`src/rtl/fp_norm_ctrl_if.sv`:
```
// Handshake and counter-side signal bundle for the FP normalization controller.
interface fp_norm_ctrl_if;
    logic        start;
    logic [7:0]  exp_in;
    logic [24:0] mant_in;
    logic [7:0]  exp_out;
    logic        ld_exp;
    logic [7:0]  parin_exp;
    logic        cen_up_exp;
    logic        cen_down_exp;
    logic        busy;
    logic        done;
    logic [22:0] mant_out;
    logic        ovf;
    logic        unf;
    logic        zero;

    modport master (
        output start, exp_in, mant_in, exp_out,
        input  ld_exp, parin_exp, cen_up_exp, cen_down_exp,
        input  busy, done, mant_out, ovf, unf, zero
    );

    modport slave (
        input  start, exp_in, mant_in, exp_out,
        output ld_exp, parin_exp, cen_up_exp, cen_down_exp,
        output busy, done, mant_out, ovf, unf, zero
    );
endinterface

```
`src/rtl/fp_norm_ctrl.sv`:
```
// Sequential mantissa normalizer driving an external exponent up/down counter.
// One shift and at most one counter enable per cycle; start/done handshake.
module fp_norm_ctrl (
    input  logic          clk,
    input  logic          rst,
    fp_norm_ctrl_if.slave bus
);
    typedef enum logic [1:0] {
        S_IDLE,
        S_CHECK,
        S_DONE
    } state_t;

    state_t      r_state;
    state_t      w_state_nxt;
    logic [24:0] r_m;
    logic [24:0] w_m_nxt;
    logic [22:0] r_mant;
    logic [22:0] w_mant_nxt;
    logic        r_ovf;
    logic        r_unf;
    logic        r_zero;
    logic        w_ovf_nxt;
    logic        w_unf_nxt;
    logic        w_zero_nxt;
    logic        w_ld;
    logic        w_up;
    logic        w_down;

    always_ff @(posedge clk or negedge rst) begin
        if (!rst) begin
            r_state <= S_IDLE;
            r_m     <= '0;
            r_mant  <= '0;
            r_ovf   <= 1'b0;
            r_unf   <= 1'b0;
            r_zero  <= 1'b0;
        end else begin
            r_state <= w_state_nxt;
            r_m     <= w_m_nxt;
            r_mant  <= w_mant_nxt;
            r_ovf   <= w_ovf_nxt;
            r_unf   <= w_unf_nxt;
            r_zero  <= w_zero_nxt;
        end
    end

    always_comb begin
        w_state_nxt = r_state;
        w_m_nxt     = r_m;
        w_mant_nxt  = r_mant;
        w_ovf_nxt   = r_ovf;
        w_unf_nxt   = r_unf;
        w_zero_nxt  = r_zero;
        w_ld        = 1'b0;
        w_up        = 1'b0;
        w_down      = 1'b0;
        unique case (r_state)
            S_IDLE: begin
                w_ld = bus.start & rst;
                if (bus.start) begin
                    w_m_nxt     = bus.mant_in;
                    w_mant_nxt  = '0;
                    w_ovf_nxt   = 1'b0;
                    w_unf_nxt   = 1'b0;
                    w_zero_nxt  = 1'b0;
                    w_state_nxt = S_CHECK;
                end
            end
            S_CHECK: begin
                w_state_nxt = S_DONE;
                if (r_m == '0) begin
                    w_zero_nxt = 1'b1;
                    w_mant_nxt = '0;
                end else if (r_m[24]) begin
                    if (bus.exp_out == 8'hFE) begin
                        w_up       = 1'b1;
                        w_ovf_nxt  = 1'b1;
                        w_mant_nxt = '0;
                    end else if (bus.exp_out == 8'hFF) begin
                        w_ovf_nxt  = 1'b1;
                        w_mant_nxt = '0;
                    end else begin
                        // carry: shift right and capture the result on the same edge
                        w_m_nxt    = r_m >> 1;
                        w_up       = 1'b1;
                        w_mant_nxt = r_m[23:1];
                    end
                end else if (r_m[23]) begin
                    w_mant_nxt = r_m[22:0];
                end else if (bus.exp_out <= 8'h01) begin
                    w_unf_nxt  = 1'b1;
                    w_mant_nxt = r_m[22:0];
                end else begin
                    w_m_nxt     = r_m << 1;
                    w_down      = 1'b1;
                    w_state_nxt = S_CHECK;
                end
            end
            S_DONE: begin
                w_state_nxt = S_IDLE;
            end
            default: begin
                w_state_nxt = S_IDLE;
            end
        endcase
    end

    assign bus.ld_exp       = w_ld;
    assign bus.parin_exp    = bus.exp_in;
    assign bus.cen_up_exp   = w_up;
    assign bus.cen_down_exp = w_down;
    assign bus.busy         = (r_state != S_IDLE);
    assign bus.done         = (r_state == S_DONE);
    assign bus.mant_out     = r_mant;
    assign bus.ovf          = r_ovf;
    assign bus.unf          = r_unf;
    assign bus.zero         = r_zero;
endmodule

```
`src/flat_wrapper.sv`:
```
// flat-port wrapper written by rule: the top's interface ports become plain ports
module fp_norm_ctrl_flat 
  (clk, rst, bus_start, bus_exp_in, bus_mant_in, bus_exp_out, bus_ld_exp, bus_parin_exp, bus_cen_up_exp, bus_cen_down_exp, bus_busy, bus_done, bus_mant_out, bus_ovf, bus_unf, bus_zero);
  fp_norm_ctrl_if bus_i ();
  input  logic clk;
  input  logic rst;
  input wire logic [$bits(bus_i.start)-1:0] bus_start;
  input wire logic [$bits(bus_i.exp_in)-1:0] bus_exp_in;
  input wire logic [$bits(bus_i.mant_in)-1:0] bus_mant_in;
  input wire logic [$bits(bus_i.exp_out)-1:0] bus_exp_out;
  output wire logic [$bits(bus_i.ld_exp)-1:0] bus_ld_exp;
  output wire logic [$bits(bus_i.parin_exp)-1:0] bus_parin_exp;
  output wire logic [$bits(bus_i.cen_up_exp)-1:0] bus_cen_up_exp;
  output wire logic [$bits(bus_i.cen_down_exp)-1:0] bus_cen_down_exp;
  output wire logic [$bits(bus_i.busy)-1:0] bus_busy;
  output wire logic [$bits(bus_i.done)-1:0] bus_done;
  output wire logic [$bits(bus_i.mant_out)-1:0] bus_mant_out;
  output wire logic [$bits(bus_i.ovf)-1:0] bus_ovf;
  output wire logic [$bits(bus_i.unf)-1:0] bus_unf;
  output wire logic [$bits(bus_i.zero)-1:0] bus_zero;
  assign bus_i.start = bus_start;
  assign bus_i.exp_in = bus_exp_in;
  assign bus_i.mant_in = bus_mant_in;
  assign bus_i.exp_out = bus_exp_out;
  assign bus_ld_exp = bus_i.ld_exp;
  assign bus_parin_exp = bus_i.parin_exp;
  assign bus_cen_up_exp = bus_i.cen_up_exp;
  assign bus_cen_down_exp = bus_i.cen_down_exp;
  assign bus_busy = bus_i.busy;
  assign bus_done = bus_i.done;
  assign bus_mant_out = bus_i.mant_out;
  assign bus_ovf = bus_i.ovf;
  assign bus_unf = bus_i.unf;
  assign bus_zero = bus_i.zero;
  fp_norm_ctrl u_core (.clk(clk), .rst(rst), .bus(bus_i));
endmodule
```
`config.mk`:
```
export PLATFORM = sky130hd
export DESIGN_NAME = fp_norm_ctrl_flat
export DESIGN_NICKNAME = d
export VERILOG_FILES = /design/src/rtl/fp_norm_ctrl_if.sv /design/src/rtl/fp_norm_ctrl.sv /design/src/flat_wrapper.sv
export SDC_FILE = /design/constraint.sdc
export NUM_CORES = 1
export LEC_CHECK = 0
export CAP_MARGIN = 20
export CORE_MARGIN = 4
export CORE_UTILIZATION = 25
export CTS_CLUSTER_DIAMETER = 120
export DETAILED_ROUTE_END_ITERATION = 8
export GPL_TIMING_DRIVEN = 0
export SYNTH_ARGS = -nofsm -noshare
export SYNTH_HDL_FRONTEND = slang
export SYNTH_SLANG_ARGS = --single-unit
```
`constraint.sdc`:
```
create_clock -name clk -period 2.7 [get_ports clk]
set_input_delay 0.81 -clock clk [delete_from_list [all_inputs] [get_ports clk]]
set_output_delay 0.81 -clock clk [all_outputs]
set_load 0.01 [all_outputs]
```
; ---- Word-level counts from Yosys, hierarchy flattened
; Cells that the tools add are included.
[op_classes]
mux = 46
eq_ne = 17
bitwise = 1
reduce_logical = 11
order_cmp = 1
[ops]
columns = operator, n
row1 = $mux 23, 7
row2 = $mux 25, 6
row3 = $pmux 25 s2, 1
row4 = $pmux 23 s2, 1
row5 = $logic_not 25->1, 1
row6 = $mux 24, 1
row7 = $mux 1, 21
row8 = $eq 8x8->1 const B, 2
row9 = $mux 2, 5
row10 = $reduce_and 5->1, 2
row11 = $reduce_and 3->1, 3
row12 = $le 8x1->1 const B, 1
row13 = $ne 2x2->1 const B, 4
row14 = $reduce_and 7->1, 1
row15 = $ne 2x1->1 const B, 3
row16 = $ne 3x2->1 const B, 2
row17 = $ne 3x3->1 const B, 2
row18 = $pmux 1 s2, 3
row19 = $reduce_and 6->1, 1
row20 = $ne 5x1->1 const B, 1
row21 = $pmux 2 s2, 1
row22 = $reduce_bool 2->1, 2
row23 = $ne 3x1->1 const B, 1
row24 = $eq 2x1->1 const B, 1
row25 = 3 further kinds, 3
[totals]
reg_bits = 53
in_bits = 44
word_cells = 84
out_inout_bits = 39

; ---- Longest topological paths before layout
[logic_depth]
word_depth = 6
mapped_depth = 7
depth_no_buf = 5

; ---- Worst setup path before layout
; No wires, ideal clock.
[synth_timing]
kind = input -> output
from = input bus_exp_out[2]
to = output bus_cen_down_exp
setup_slack_ns = 0.019
path_buffers = 1
arrival_ns = 1.871
cell_stages = 5
t_required_ns = 1.890
path_cell_list = nor4_2 > a21oi_4 > clkbuf_1 > nor2b_1 > and2_1
[synth_via]
elab_chain_len = 6
[synth_rtl]
columns = item, line_no
row1 = from (decl), flat_wrapper.sv:10  ; input wire logic [$bits(bus_i.exp_out)-1:0] bus_exp_out;
row2 = $le 8x1->1, fp_norm_ctrl.sv:91  ; end else if (bus.exp_out <= 8'h01) begin
row3 = $mux 1, fp_norm_ctrl.sv:91
row4 = $mux 1, fp_norm_ctrl.sv:89  ; end else if (r_m[23]) begin
row5 = $mux 1, fp_norm_ctrl.sv:75  ; end else if (r_m[24]) begin
row6 = $mux 1, fp_norm_ctrl.sv:72  ; if (r_m == '0) begin
row7 = $mux 1, fp_norm_ctrl.sv:58  ; unique case (r_state)
row8 = to (decl), flat_wrapper.sv:14  ; output wire logic [$bits(bus_i.cen_down_exp)-1:0] bus_cen_down_exp;
; No other way between the ends.

; ---- Worst setup path after layout
[layout_timing]
from = register u_core.r_m[18]
to = output bus_cen_down_exp
[layout_via]
elab_chain_len = 3
[layout_rtl]
columns = item, line_no
row1 = from (decl), fp_norm_ctrl.sv:16  ; logic [24:0] r_m;
row2 = from (signal assigned), fp_norm_ctrl.sv:40  ; r_m <= w_m_nxt;
row3 = $logic_not 25->1, fp_norm_ctrl.sv:72
row4 = $mux 1, fp_norm_ctrl.sv:72
row5 = $mux 1, fp_norm_ctrl.sv:58
; No other way between the ends.

==> key figures <==
Outcome
  – Status: complete, no violations

Critical path
  – Reg2reg path depth: 8
  – Crit path required time: approximately 1900 ps
  – WS Path Type: reg -> out
  – Worst Setup SP: u_core.r_m[18]
  – Crit path max-delay cell type: dfrtp_2
  – CP Cell Sequence: nor4_2, nand4b_1, buf_4, nor2_4, nor2b_4, and2_1, buf_2
  – CP endpoint kind: output pin
  – Delay-heaviest family, CP: simple AND/OR/NAND/NOR gates
  – Flop-to-flop setup slack: around 450 ps
  – Setup crit end: bus_cen_down_exp
  – Crit path depth: 7
  – Critical Path Start Type: flip-flop
  – CP peak stage delay: ~450 ps
  – R2R Path Start: u_core.r_m[23]
  – WP data arrival: approximately 1800 ps
  – Crit-path max FO: 6
  – Bufs and invs on worst path: 2
  – Reg-to-Reg End: u_core.r_m[4]

CTS
  – Clock root cell: clkbuf_16
  – Clock latency on the worst-skew pair: slightly below 300 ps
  – H-Tree Depth: 2
  – Num CTS Buffers: 5
  – Cts hold-fix bufs: 0
  – Clk pin slew, worst setup/hold paths: ~70 ps
  – Clock Path Buffers: 2
  – CTS tree: built
  – CTS Sinks: between 50 and 60

Place
  – Placed cell count: around 500
  – Post-detail-place hpwl: ~6400 um
  – Dpl ws: -1120 ps
  – GP Congestion: ~0.86
  – Port Buffers: 74

Layout
  – Fin nets: 413
  – Share of cells above drive strength 1: a little over a quarter
  – Final non-filler cell total: 513
  – Area grow syn2layout: 40.4%
  – Final core utilization: around 36%
  – Antenna Cells: 0

Synthesis
  – Syn Inst Count: 280
  – EDFF count, synth: 0
  – Number of distinct library cells after synthesis: 42
  – Area leader, netlist: dfrtp_1
  – Post-synthesis cell area: just over 3000 um^2
  – Post-Syn Area per Cell: roughly 11 um^2
  – #FFs+latches synth: between 50 and 60
  – Top cells by area, synth: dfrtp_1 44%, a22o_1 12%, mux2_4 10%, a221oi_1 6.4%, nor2_1 6.1%
  – Prevailing post-synth register cell: dfrtp_1
  – Post-synthesis async set-or-reset flop share: 100%
  – Ys Warns: 0
  – Seq/Total Area, Yosys: 43.9%
  – Area share of the largest cell type after synthesis: between 40% and 50%
  – Mapped Nets: ~320

STA
  – Setup violations, final: 0
  – FMAX: roughly 0.38 GHz
  – Slew Viols, Final: 0
  – Final Skew: 4.88 ps
  – Final period utilization: 98.1%
  – Worst Tran Pin Value: 518 ps
  – Slew headroom: 65.5%
  – PnR worst setup slack: between 50 and 60 ps
  – Final hold vios: 0
  – Period minus WS final: ~2600 ps
  – TNS Setup: 0 ps

Pwr
  – Overall Power: between 5 and 6 mW
  – P_int: 3.22 mW
  – P per Cell Area: ~1300 nW/um^2
  – Sequential fraction of design power: a little under a third
  – NetSw: between 2 and 2.5 mW
  – Worst IR drop on VDD: 397 uV
  – P_leak: 1.79 nW
  – Clock Power Share: 11.8%
  – Sw frac: approximately two fifths
  – Combinational cell fraction of total power: 56.6%

Global route
  – First-pass GRT wire length: 13,900 um
  – Vias in the first global route: ~2,800
  – Busiest grt layer: met2
  – Met3 Use GR: between 2 and 3%
  – Largest net degree at the start of global routing: 33
  – Initial antenna violation count: 0
  – Met1 usage in global routing: about 16%
  – GRT overflow: 0
  – Total Routing Usage GR: about an eighth
  – Met2 Use GR: around a fifth

Routing
  – DR WL/cell: between 15 and 20 um
  – ANT nets after route: 0
  – Via count: about 2,600
  – Total Wirelength: between 8000 and 9000 um
  – Detailed Routing Iterations Pass 1: 4
  – Vias per cell: roughly 5.0
  – 1st-iter DRT viols: 153
  – # DRC: 0

Floorplan
  – Top-level I/O count: 83
  – Die area: between 10,000 and 15,000 um^2
  – Placeable Area: roughly 12,000 um^2
  – Initial Util: 26.0%
  – Core Rows: 39
  – Die Span Y: around 120 um
  – DIE WIDTH: between 100 and 150 um

Job
  – Max-cap violations: 0

Hold path
  – HP Class: in -> async
-- through the flow --
stage / hold WS [ps] / cell area [um^2]
2_1_floorplan: 514 / 3020
3_3_place_gp: 482 / 3940
3_5_place_dp: 497 / 3950
4_1_cts: 431 / 4150
5_1_grt: 438 / 4240
6_report: 417 / 4240
-- layer usage --
metal	up-vias	share of wire, %
li1	1234	-
met1	1240	47
met2	83	46
met3	16	4.6
met4	0	2.8
met5	-	0
-- cells in the mapped netlist, types with 2 or more instances --
master	number
dfrtp_1	53
nor2_1	49
a22o_1	42
a221oi_1	22
mux2_4	20
clkbuf_1	11
buf_4	8
nand2_1	8
a21oi_1	6
buf_2	5
inv_1	5
nor4_1	5
a22o_2	4
mux2_2	4
buf_6	3
o21ai_0	3
a21oi_4	2
and2_1	2
nand3_1	2
nor2b_1	2
nor3_1	2
o22ai_1	2
-- sequential cells by signal (all words and copies together) (netlist names) --
signal	flops
u_core.bus.unf	1
u_core.bus.mant_out	23
u_core.bus.zero	1
u_core.bus.ovf	1
u_core.r_m	25
u_core.r_state	2
-- timing repair --
action,CTS,global route
setup endpoints to repair,3,4
pin swaps,3,7
gates resized for setup,38,24
buffers inserted,2,7
-- cell type report --
class | count | area, um^2
Fill cell | 1166 | 7380
Timing Repair Buffer | 84 | 802
Buffer | 27 | 175
Clock buffer | 6 | 129
Multi-Input combinational cell | 192 | 1590
Tap cell | 143 | 179
Clock inverter | 2 | 15.0
Inverter | 6 | 22.5
Sequential cell | 53 | 1330
-- kinds of logic after synthesis --
| logic type | Yosys count | share of synthesized area, % |
|---|---|---|
| AO/OA/AOI/OAI | 89 | 25.9 |
| AND/OR/NAND/NOR | 79 | 12.1 |
| flip-flops | 53 | 43.9 |
| buffers and inverters | 35 | 6.63 |
| multiplexers | 24 | 11.4 |
-- worst min path at each step --
stage          depth (start not counted)                 endpoint               startpoint  slack [ps]
2_1_floorplan                          0   u_core.bus.mant_out[0]                      rst         510
3_3_place_gp                           2           u_core.bus.ovf           u_core.bus.ovf         480
3_5_place_dp                           1  u_core.bus.mant_out[15]  u_core.bus.mant_out[15]         500
4_1_cts                                1          u_core.bus.zero                      rst         430
5_1_grt                                1            u_core.r_m[1]                      rst         440
6_report                               1           u_core.r_m[23]                      rst         420
-- power by group through the flow --
stage	clock network, mW	registers (mW)	logic [mW]
2_1_floorplan	0	1.60	2.00
6_report	0.628	1.69	3.02
3_3_place_gp	0	1.66	2.90
5_1_grt	0.685	1.75	3.29
3_5_place_dp	0	1.66	2.98
4_1_cts	0.647	1.65	3.04
-- placed cells by master (no fill, tap or decap), types with 2 or more instances in the layout --
cell	synthesis	final
dlygate4sd2_1	0	2
buf_6	3	3
a21oi_4	2	2
clkdlybuf4s50_1	0	61
nor2_1	49	48
o22ai_1	2	2
dfrtp_1	53	51
a22o_2	4	4
o21ai_0	3	3
a21oi_1	6	6
mux2_4	20	20
and2_1	2	2
clkinvlp_4	0	2
nand2_1	8	6
clkbuf_16	0	5
inv_1	5	5
nor4_2	1	5
buf_4	8	18
buf_2	5	7
clkbuf_2	0	4
clkdlybuf4s15_1	0	3
clkbuf_1	11	8
a22o_1	42	42
dfrtp_2	0	2
a221oi_1	22	22
mux2_2	4	4
(Power assumes the default switching activity.)
